File: config.mk
export PLATFORM = sky130hd
export DESIGN_NAME = bin_to_thto_seq
export DESIGN_NICKNAME = d
export VERILOG_FILES = /design/src/rtl/bin_to_thto_seq.sv
export SDC_FILE = /design/constraint.sdc
export NUM_CORES = 1
export LEC_CHECK = 0
export ABC_AREA = 1
export CORE_ASPECT_RATIO = 0.6
export CORE_MARGIN = 8
export CORE_UTILIZATION = 48
export CTS_CLUSTER_DIAMETER = 40
export DETAILED_ROUTE_END_ITERATION = 10
export PLACE_DENSITY = 0.81
export SETUP_SLACK_MARGIN = 0.02
export SLEW_MARGIN = 20
export SYNTH_ARGS = -nofsm -noshare
export SYNTH_HDL_FRONTEND = slang
export SYNTH_SLANG_ARGS = --single-unit
File: constraint.sdc
create_clock -name i_Clk -period 1.2 [get_ports i_Clk]
set_input_delay 0.12 -clock i_Clk [delete_from_list [all_inputs] [get_ports i_Clk]]
set_output_delay 0.12 -clock i_Clk [all_outputs]
set_load 0.005 [all_outputs]
File: src/rtl/bin_to_thto_seq.sv
// Sequential binary-to-BCD converter: one double-dabble step per clock,
// with a start/busy/done handshake and an overflow flag for truncated results.
module bin_to_thto_seq #(
  parameter int IVW    = 8,
  parameter int DIGITS = 3,
  parameter int FVW    = 4 * DIGITS
) (
  input  logic           i_Clk,
  input  logic           i_Rst,
  input  logic           i_Start,
  input  logic [IVW-1:0] i_Bin,
  output logic           o_Busy,
  output logic           o_Done,
  output logic [FVW-1:0] o_Full_Val,
  output logic           o_Ovf
);

  localparam int CW = $clog2(IVW + 1);

  typedef enum logic {IDLE, CONV} state_t;

  state_t         state, state_nx;
  logic [IVW-1:0] bin_sr, bin_sr_nx;
  logic [FVW-1:0] bcd_sr, bcd_sr_nx, bcd_adj;
  logic [FVW-1:0] full_val_nx;
  logic           ovf_acc, ovf_acc_nx;
  logic [CW-1:0]  cnt, cnt_nx;
  logic           done_nx, ovf_nx;

  // Add-3 correction per nibble; each nibble is independent, so no carries.
  always_comb begin
    // NOTE: every always_comb output gets a default first so no path can infer a latch.
    bcd_adj = '0;
    for (int d = 0; d < DIGITS; d++) begin
      bcd_adj[4*d +: 4] = (bcd_sr[4*d +: 4] >= 4'd5) ? bcd_sr[4*d +: 4] + 4'd3
                                                      : bcd_sr[4*d +: 4];
    end
  end

  always_comb begin
    state_nx    = state;
    bin_sr_nx   = bin_sr;
    bcd_sr_nx   = bcd_sr;
    ovf_acc_nx  = ovf_acc;
    cnt_nx      = cnt;
    full_val_nx = o_Full_Val;
    ovf_nx      = o_Ovf;
    done_nx     = 1'b0;
    case (state)
      IDLE: begin
        if (i_Start) begin
          bin_sr_nx  = i_Bin;
          bcd_sr_nx  = '0;
          ovf_acc_nx = 1'b0;
          cnt_nx     = CW'(IVW);
          state_nx   = CONV;
        end
      end
      CONV: begin
        // The digit bit pushed out of the top nibble means the value wrapped past 10^DIGITS.
        bin_sr_nx  = {bin_sr[IVW-2:0], 1'b0};
        bcd_sr_nx  = {bcd_adj[FVW-2:0], bin_sr[IVW-1]};
        ovf_acc_nx = ovf_acc | bcd_adj[FVW-1];
        cnt_nx     = cnt - 1'b1;
        if (cnt == CW'(1)) begin
          full_val_nx = bcd_sr_nx;
          ovf_nx      = ovf_acc_nx;
          done_nx     = 1'b1;
          state_nx    = IDLE;
        end
      end
      default: state_nx = IDLE;
    endcase
  end

  // NOTE: sequential state uses non-blocking assignments only, so every register
  // samples the pre-edge values computed above.
  always_ff @(posedge i_Clk or posedge i_Rst) begin
    if (i_Rst) begin
      state      <= IDLE;
      bin_sr     <= '0;
      bcd_sr     <= '0;
      ovf_acc    <= 1'b0;
      cnt        <= '0;
      o_Full_Val <= '0;
      o_Ovf      <= 1'b0;
      o_Done     <= 1'b0;
    end else begin
      state      <= state_nx;
      bin_sr     <= bin_sr_nx;
      bcd_sr     <= bcd_sr_nx;
      ovf_acc    <= ovf_acc_nx;
      cnt        <= cnt_nx;
      o_Full_Val <= full_val_nx;
      o_Ovf      <= ovf_nx;
      o_Done     <= done_nx;
    end
  end

  assign o_Busy = (state == CONV);

endmodule

* After elaboration in Yosys (flattened, before gate mapping)
Cells that the tools add are included.
** Word-level totals
- Flip-flop bits (word level) :: 40
- Output and inout port bits :: 15
- Logic and storage cells :: 36
** Operators by class
- $add $sub $neg :: 4
- Magnitude comparators :: 3
- Equal/unequal tests :: 2
- Mux-type cells :: 16
- Bitwise gates (word level) :: 2
- Reductions and logical operators :: 1
** Operator list (number)
- $pmux 12 s2 :: 1
- $mux 4 :: 4
- $pmux 8 s2 :: 1
- $add 4x2->4 const B :: 3
- $ge 4x3->1 const B :: 3
- $mux 12 :: 1
- $mux 8 :: 1
- $pmux 4 s2 :: 1
- $mux 1 :: 5
- $eq 4x1->1 const B :: 1
- $pmux 1 s2 :: 2
- $sub 4x1->4 const B :: 1
- $ne 2x2->1 const B :: 1
- $reduce_and 2->1 :: 1
- $not 1->1 :: 1
- $or 1x1->1 :: 1

* Longest topological paths before layout
Gate-level depths: netlist of the first run.
- Word-level depth :: 4
- Gate-level depth with buffers :: 8
- Depth with buffers taken out :: 8

* Worst setup path before layout of the first run
No wires, ideal clock.
- Path type :: reg2reg
- Start point :: register bcd_sr[0]
- End point :: register bcd_sr[1]
- Data arrival time :: 1.237 ns
- Data required time :: 1.135 ns
- Slack :: -0.101 ns
- Cell stages (with the launch flop) :: 9
- Path buffers :: 0
- Cells stage by stage :: dfrtp_1 inv_1 ha_1 inv_1 o21ai_0 nand2_1 nand2_1 nand3_1 nand2_1
** Between the ends
- Word-level cells in the longest chain between the ends :: 3
- Elaborated cells between the ends (all ways) :: 4
** RTL lines
- start: declaration :: RTL line 24 : logic [FVW-1:0] bcd_sr, bcd_sr_nx, bcd_adj;
- start signal: assignment :: RTL line 91 : bcd_sr <= bcd_sr_nx;
- $add 4x2->4 / $ge 4x3->1 (equally long branches) :: RTL line 35 : bcd_adj[4*d +: 4] = (bcd_sr[4*d +: 4] >= 4'd5) ? bcd_sr[4*d +: 4] + 4'd3
- $mux 4 (*) :: RTL line 35
- $pmux 12 s2 (*) :: RTL line 49 : case (state)
Mark *: on every way between the ends. The rest lies on a longest branch, timed or not.
A chain may end at the register's enable or synchronous reset.

* Worst setup path in the final report of the first run
- Start point :: register bcd_sr[0]
- End point :: register bcd_sr[2]
The elaborated chain is that of the path after synthesis.

==> key figures, run 1 <==
Worst hold path
  – HP Class: primary input to async pin

GRT
  – Initial antenna violation count: 0
  – Total Routing Usage GR: 0.164
  – Global-route wire length before repair: 8340 um
  – Largest net degree at the start of global routing: between 40 and 50
  – Total grt overflow: 0
  – Vias in the first global route: ~1,800

Critical path
  – Worst Path Required: approximately 1400 ps
  – Crit. End Element: flop
  – Worst setup SP type: flop
  – Worst EP arrival: roughly 1500 ps
  – CP max FO: 4
  – Setup CP Type: flop to flop

Placed design
  – HPWL after detailed placement: around 3100 um
  – Inst Count DP: 313
  – Port-buffer cells: 25
  – Placer Congestion: around 0.9

Clock network
  – CTS tree: done
  – Clock root buffer: clkbuf_8
  – CTS Buf Count: 5
  – # H-tree levels: 2
  – Worst-case clock buffer depth: 2
  – Worst-path clk slew: around 70 ps
  – Worst-Skew Late Latency: 290 ps
  – CTS sink count: 40

STA
  – Fin. Hold Viols: 0
  – RSZ-0062 raised after global routing: yes
  – Final Slew Violations: 0
  – Slew at the pin with the worst max-slew slack: 291 ps
  – Setup ws final: -114 ps
  – Final worst path period need: roughly 1300 ps
  – Setup violators final: 18
  – Max Clk Rate: 0.761 GHz
  – Relative slew slack: 0.806
  – Final Cycle Share: 1.10
  – Worst clock skew: ~2.8 ps

Outcome
  – Violated checks: setup timing
  – Status: complete, but fails checks

Route
  – DR DRC count: 0
  – Iter 0 DRT Violations: 83
  – Wirelength per Cell: between 15 and 20 um
  – Drt via density: about 5.4
  – Via total after detailed routing: approximately 1,800
  – Routed wire length: ~5300 um
  – Initial DRT Pass Iterations: 4
  – DRT antenna net count: 0

Floorplanning
  – Die W: 96.9 um
  – Chip height: about 65 um
  – Core area: approximately 3700 um^2
  – Io pins: 26
  – FP Rows: 17
  – Starting Density: 0.506
  – Die ar.: between 6000 and 7000 um^2

Synthesis
  – Top post-synthesis cells by area: dfrtp_1, nand2_1, nand3_1
  – Post-synthesis mux area share: 0
  – Cell Area, Synth: 1880 um^2
  – Synth Register Bits: 40
  – Post-synthesis compound-gate area fraction: 0.0651
  – Post-synth cell types: 17
  – Cell taking the most area after synthesis: dfrtp_1
  – Simple logic cell fraction of the synthesized area: 0.283
  – Seq/Total Area, Yosys: 0.532
  – Cells after Synth: approximately 230
  – Area share of the largest cell type after synthesis: 0.532
  – Total number of yosys warnings: 0
  – Mean post-synth cell area: between 8 and 9 um^2
  – Synth Area in XOR/XNOR: 0.00465
  – Main combinational cell family by area after synthesis: simple AND/OR/NAND/NOR gates
  – Post-synthesis adder-cell area fraction: 0.0532
  – Syn_nets: approximately 250

Finish
  – Most frequent cells in the layout: nand2_1, dfrtp_1, buf_4, nand3_2, dlygate4sd2_1
  – Final #Nets: ~300
  – Antenna fix cells: 0
  – Layout cells sized above 1: 0.350
  – Final Non-Filler Cells: 330
  – Final core occ: 0.750
  – Commonest non-fill, non-tap cell in the layout: nand2_1
  – Synth-to-Final Area Change: 48.2%

Power and ir drop
  – Total power: ~0.0081 W
  – Peak supply drop: between 0.001 and 0.0015 V
  – P_leak: ~1.4 nW
  – PwrDens: 2900 nW/um^2

Run
  – Max_cap viols: 0
[path summary, 6_finish.rpt]
check | startpoint | end | slack [ps] | cells past startpoint
max | bcd_sr[0] | bcd_sr[2] | -110 | 6
min | i_Rst | o_Full_Val[2] | 180 | 3
max reg2reg | bcd_sr[0] | bcd_sr[2] | -110 | 6
min reg2reg | o_Full_Val[11] | o_Full_Val[11] | 470 | 2
max in group asynchronous | i_Rst | bcd_sr[8] | 810 | 3
min in group i_Clk | i_Bin[3] | bin_sr[3] | 380 | 3
[critical path, stage by stage, from the launching register on]
cell and delay, ps:
dfrtp_1 420, ha_1 250, o21ai_4 230, nand2_4 110
nand2_2 100, nand3_2 60, nand2_1 80
[sequential cells by signal, indices dropped and copies added, names as in the netlist]
register,count
cnt,4
ovf_acc,1
o_Ovf,1
bcd_sr,12
o_Done,1
bin_sr,8
o_Full_Val,12
o_Busy,1
[final cells by class]
| cell class | count | area (um^2) |
|---|---|---|
| Multi-Input combinational cell | 160 | 1070 |
| Sequential cell | 40 | 1000 |
| Fill cell | 258 | 932 |
| Timing Repair Buffer | 52 | 480 |
| Inverter | 24 | 104 |
| Clock buffer | 6 | 72.6 |
| Tap cell | 47 | 58.8 |
| Clock inverter | 1 | 5.00 |
[power by group]
part           leakage (nW)  switching [W]  total, W  internal (W)
Clock                0.0410       0.000457  0.000852      0.000396
Combinational         0.841        0.00269   0.00480       0.00211
Sequential            0.499       0.000466   0.00243       0.00196
[cells in the mapped netlist]
cell type	instances
ha_1	8
nand4_1	1
a21oi_1	1
inv_1	23
nand3_1	33
buf_4	1
a22o_1	1
o211ai_1	1
xnor2_1	1
dfrtp_1	40
inv_2	1
nand2_1	87
o22ai_1	5
nor2_1	6
o21ai_0	14
buf_2	4
nor2_2	2
[per-stage QoR]
| step | setup TNS (ps) | area (um^2) | setup slack [ps] | hold WS (ps) |
|---|---|---|---|---|
| after floorplan | 0 | 1920 | 26.9 | 240 |
| after global placement | -221 | 2350 | -79.4 | 454 |
| after detailed placement | -1440 | 2350 | -133 | 465 |
| after CTS | -600 | 2620 | -72.8 | 197 |
| after global routing | -2620 | 2790 | -164 | 211 |
| final | -1190 | 2790 | -114 | 183 |
[timing repair]
item                                    CTS  global route
resized for setup                        61            43
endpoints found under the hold margin     0             0
pin swaps                                22            24
endpoints found under the setup margin   43            30
gates cloned                              0             0
setup buffers                             7             4
hold buffers                              0             0
[logic make-up (layout without fill, tap and decap cells)]
group / Yosys count / in the layout
buffers and inverters: 29 / 83
and+or+nand+nor: 129 / 129
adders and majority gates: 8 / 8
AOI/OAI and AO/OA: 22 / 22
DFF: 40 / 40
xor gates and xnor gates: 1 / 1
[metal layers]
metal | share of wire | track usage | vias up
li1 | - | - | 843
met1 | 0.42 | 0.190 | 849
met2 | 0.50 | 0.278 | 65
met3 | 0.066 | 0.0540 | 12
met4 | 0.019 | 0.0705 | 0
met5 | 0 | 0 | -
(Power assumes the default switching activity.)
==> run 2: changes to the inputs <==
--- a/config.mk
+++ b/config.mk
@@ -13,7 +13,7 @@
 export DETAILED_ROUTE_END_ITERATION = 10
 export PLACE_DENSITY = 0.81
 export SETUP_SLACK_MARGIN = 0.02
-export SLEW_MARGIN = 20
+export SLEW_MARGIN = 10
 export SYNTH_ARGS = -nofsm -noshare
 export SYNTH_HDL_FRONTEND = slang
 export SYNTH_SLANG_ARGS = --single-unit
==> results of run 2 <==
No change in the layout: final DEF, timing and power equal those of run 1.
==> run 3: changes to the inputs <==
--- a/config.mk
+++ b/config.mk
@@ -10,6 +10,7 @@
 export CORE_MARGIN = 8
 export CORE_UTILIZATION = 48
 export CTS_CLUSTER_DIAMETER = 40
+export CTS_CLUSTER_SIZE = 24
 export DETAILED_ROUTE_END_ITERATION = 10
 export PLACE_DENSITY = 0.81
 export SETUP_SLACK_MARGIN = 0.02
==> constraint.sdc (replaced) <==
create_clock -name i_Clk -period 1.2 [get_ports i_Clk]
set_input_delay 0.18 -clock i_Clk [delete_from_list [all_inputs] [get_ports i_Clk]]
set_output_delay 0.18 -clock i_Clk [all_outputs]
set_load 0.005 [all_outputs]
==> run 3 against run 2 <==
  * The run still ends with setup timing left
  * Clock skew up 6.5 ps
  * Design area up 0.13%
  * Critical path depth up 1
  * Utilization up 0.10 points
==> key figures, run 3 (synthesis gave the netlist of run 1 again) <==
Outcome
  – Status: complete, but fails checks (unchanged)
  – Violated checks: setup timing (unchanged)

GRT
  – Largest net degree at the start of global routing: 41 (unchanged)
  – Total Routing Usage GR: 0.166 (was 0.164)
  – Initial antenna violation count: 0 (unchanged)
  – Total grt overflow: 0 (unchanged)
  – Global-route wire length before repair: 8630 um (was 8340 um)
  – Vias in the first global route: 1,806 (was 1,764)

Route
  – Routed wire length: 5150 um (was 5320 um)
  – Wirelength per Cell: 15.3 um (was 16.1 um)
  – Via total after detailed routing: 1,754 (was 1,769)
  – Iter 0 DRT Violations: 73 (was 83)
  – DR DRC count: 0 (unchanged)
  – DRT antenna net count: 0 (unchanged)
  – Drt via density: 5.22 (was 5.36)
  – Initial DRT Pass Iterations: 4 (unchanged)

Finish
  – Layout cells sized above 1: 0.329 (was 0.350)
  – Final Non-Filler Cells: 336 (was 330)
  – Antenna fix cells: 0 (unchanged)
  – Synth-to-Final Area Change: 48.4% (was 48.2%)
  – Seq. cell area: 1000 um^2 (unchanged)
  – Most frequent cells in the layout: nand2_1, dfrtp_1, buf_4, nand3_1 (was nand2_1, dfrtp_1, buf_4, nand3_2, dlygate4sd2_1)
  – Commonest non-fill, non-tap cell in the layout: nand2_1 (unchanged)
  – Final #Nets: 308 (was 302)
  – FILL cells: 265 (was 258)
  – Multi-input gate area: 1040 um^2 (was 1070 um^2)
  – Largest regs: bcd_sr (12), o_Full_Val (12), bin_sr (8) (unchanged)

Power and ir drop
  – P_leak: 1.41 nW (was 1.38 nW)
  – PwrDens: 2840 nW/um^2 (was 2900 nW/um^2)
  – Total power: 0.00794 W (was 0.00808 W)
  – Peak supply drop: 0.00148 V (was 0.00145 V)

Critical path
  – Worst reg2reg path depth: 7 (was 6)
  – Worst setup path end: bcd_sr[6] (was bcd_sr[2])
  – CP delay by family, top: flip-flops (unchanged)
  – Worst Path Required: 1440 ps (was 1430 ps)
  – Most frequent CP cell: nand2_4
  – CP Depth: 7 (was 6)
  – Crit. End Element: flop (unchanged)
  – CP peak stage delay: 450 ps (was 420 ps)
  – CP Cell Sequence: buf_6, ha_4, o21ai_4, nand2_4, nand2_4, nand3_2, nand2_1 (was ha_1, o21ai_4, nand2_4, nand2_2, nand3_2, nand2_1)
  – FF-to-FF End: bcd_sr[6] (was bcd_sr[2])
  – Crit-path slowest cell: dfrtp_2 (was dfrtp_1)
  – Worst Path Buf+Inv: 1 (was 0)
  – Worst setup SP type: flop (unchanged)
  – CP Launch Point: bcd_sr[4] (was bcd_sr[0])
  – Worst EP arrival: 1610 ps (was 1540 ps)
  – Setup CP Type: flop to flop (unchanged)
  – CP max FO: 4 (unchanged)
  – R2R Setup Slk: -170 ps (was -110 ps)
  – FF-to-FF Start: bcd_sr[4] (was bcd_sr[0])

STA
  – Max Clk Rate: 0.730 GHz (was 0.761 GHz)
  – Final Cycle Share: 1.14 (was 1.10)
  – Setup ws final: -170 ps (was -114 ps)
  – Slew at the pin with the worst max-slew slack: 272 ps (was 291 ps)
  – Setup violators final: 35 (was 18)
  – Final worst path period need: 1370 ps (was 1310 ps)
  – Fin. Hold Viols: 0 (unchanged)
  – Hold Worst Slack: 235 ps (was 183 ps)
  – RSZ-0062 raised after global routing: yes (unchanged)
  – Worst clock skew: 9.29 ps (was 2.82 ps)
  – Final Slew Violations: 0 (unchanged)
  – Relative slew slack: 0.818 (was 0.806)

Floorplanning
  – Io pins: 26 (unchanged)
  – Core area: 3720 um^2 (unchanged)
  – Chip height: 64.5 um (unchanged)
  – FP Rows: 17 (unchanged)
  – Die ar.: 6250 um^2 (unchanged)
  – Starting Density: 0.506 (unchanged)
  – Die W: 96.9 um (unchanged)

Worst hold path
  – HP Class: primary input to async pin (unchanged)

Clock network
  – CTS Buf Count: 5 (unchanged)
  – CTS tree: done (unchanged)
  – Clock root buffer: clkbuf_8 (unchanged)
  – Worst-path clk slew: 80 ps (was 70 ps)
  – CTS sink count: 40 (unchanged)
  – Worst-case clock buffer depth: 2 (unchanged)
  – Worst-Skew Late Latency: 300 ps (was 290 ps)
  – # H-tree levels: 2 (unchanged)

Placed design
  – Placer Congestion: 0.920 (was 0.898)
  – HPWL after detailed placement: 3250 um (was 3060 um)
  – Port-buffer cells: 25 (unchanged)
  – Inst Count DP: 315 (was 313)
  – Setup WS pre-CTS: -143 ps (was -133 ps)

Run
  – Max_cap viols: 0 (unchanged)
## run 3: changes by cell type in the layout (fill, tap and decap cells not counted), sizes merged
cell,before,now
inv,23,24
clkinvlp,1,0
buf,28,34
## run 3: worst min-delay path by stage
stage,from,endpoint,cells past startpoint
after CTS,i_Rst,o_Full_Val[11],3
after global routing,i_Rst,o_Done,3
final,i_Rst,o_Full_Val[11],3
after floorplan,i_Bin[1],bin_sr[1],2
after global placement,o_Full_Val[11],o_Full_Val[11],2
after detailed placement,o_Full_Val[11],o_Full_Val[11],2
## run 3: timing repair
| action | 4_1_cts | 5_1_grt |
|---|---|---|
| buffers inserted | 8 | 4 |
| cloned | 2 | 0 |
| setup endpoints to repair | 52 | 39 |
| gates resized for setup | 68 | 27 |
| pin swaps | 14 | 23 |
| hold buffers | 0 | 0 |
| endpoints found under the hold margin | 0 | 0 |
## run 3: worst min-delay path, stage by stage
cell             delay [ps]
clkdlybuf4s50_1         400
inv_1                    90
buf_12                  240
## run 3: power by group
group          total (W)  switching [W]  internal, W
logic            0.00467        0.00255      0.00212
registers        0.00240       0.000439      0.00196
clock network   0.000867       0.000471     0.000396
total            0.00794        0.00346      0.00448
## run 3: layer usage
metal | track usage | wire (um) | vias up
met3 | 0.0476 | 258 | 10
met4 | 0.0743 | 81 | 0
met2 | 0.263 | 2380 | 50
met5 | 0 | 0 | -
met1 | 0.209 | 2430 | 838
li1 | - | - | 856
## run 3: layout make-up
| type | count | share of cell area |
|---|---|---|
| Multi-Input combinational cell | 160 | 0.373 |
| Sequential cell | 40 | 0.359 |
| Timing Repair Buffer | 58 | 0.183 |
| Inverter | 24 | 0.0367 |
| Clock buffer | 6 | 0.0260 |
| Tap cell | 47 | 0.0210 |
| Clock inverter | 1 | 0.00179 |
## run 3: metrics by stage
stage | util | TNS [ps] | area, um^2
6_report | 0.751 | -2180 | 2790
5_1_grt | 0.751 | -4450 | 2790
4_1_cts | 0.715 | -1850 | 2660
3_5_place_dp | 0.632 | -1950 | 2350
3_3_place_gp | 0.632 | -589 | 2350
2_1_floorplan | - | 0 | 1920
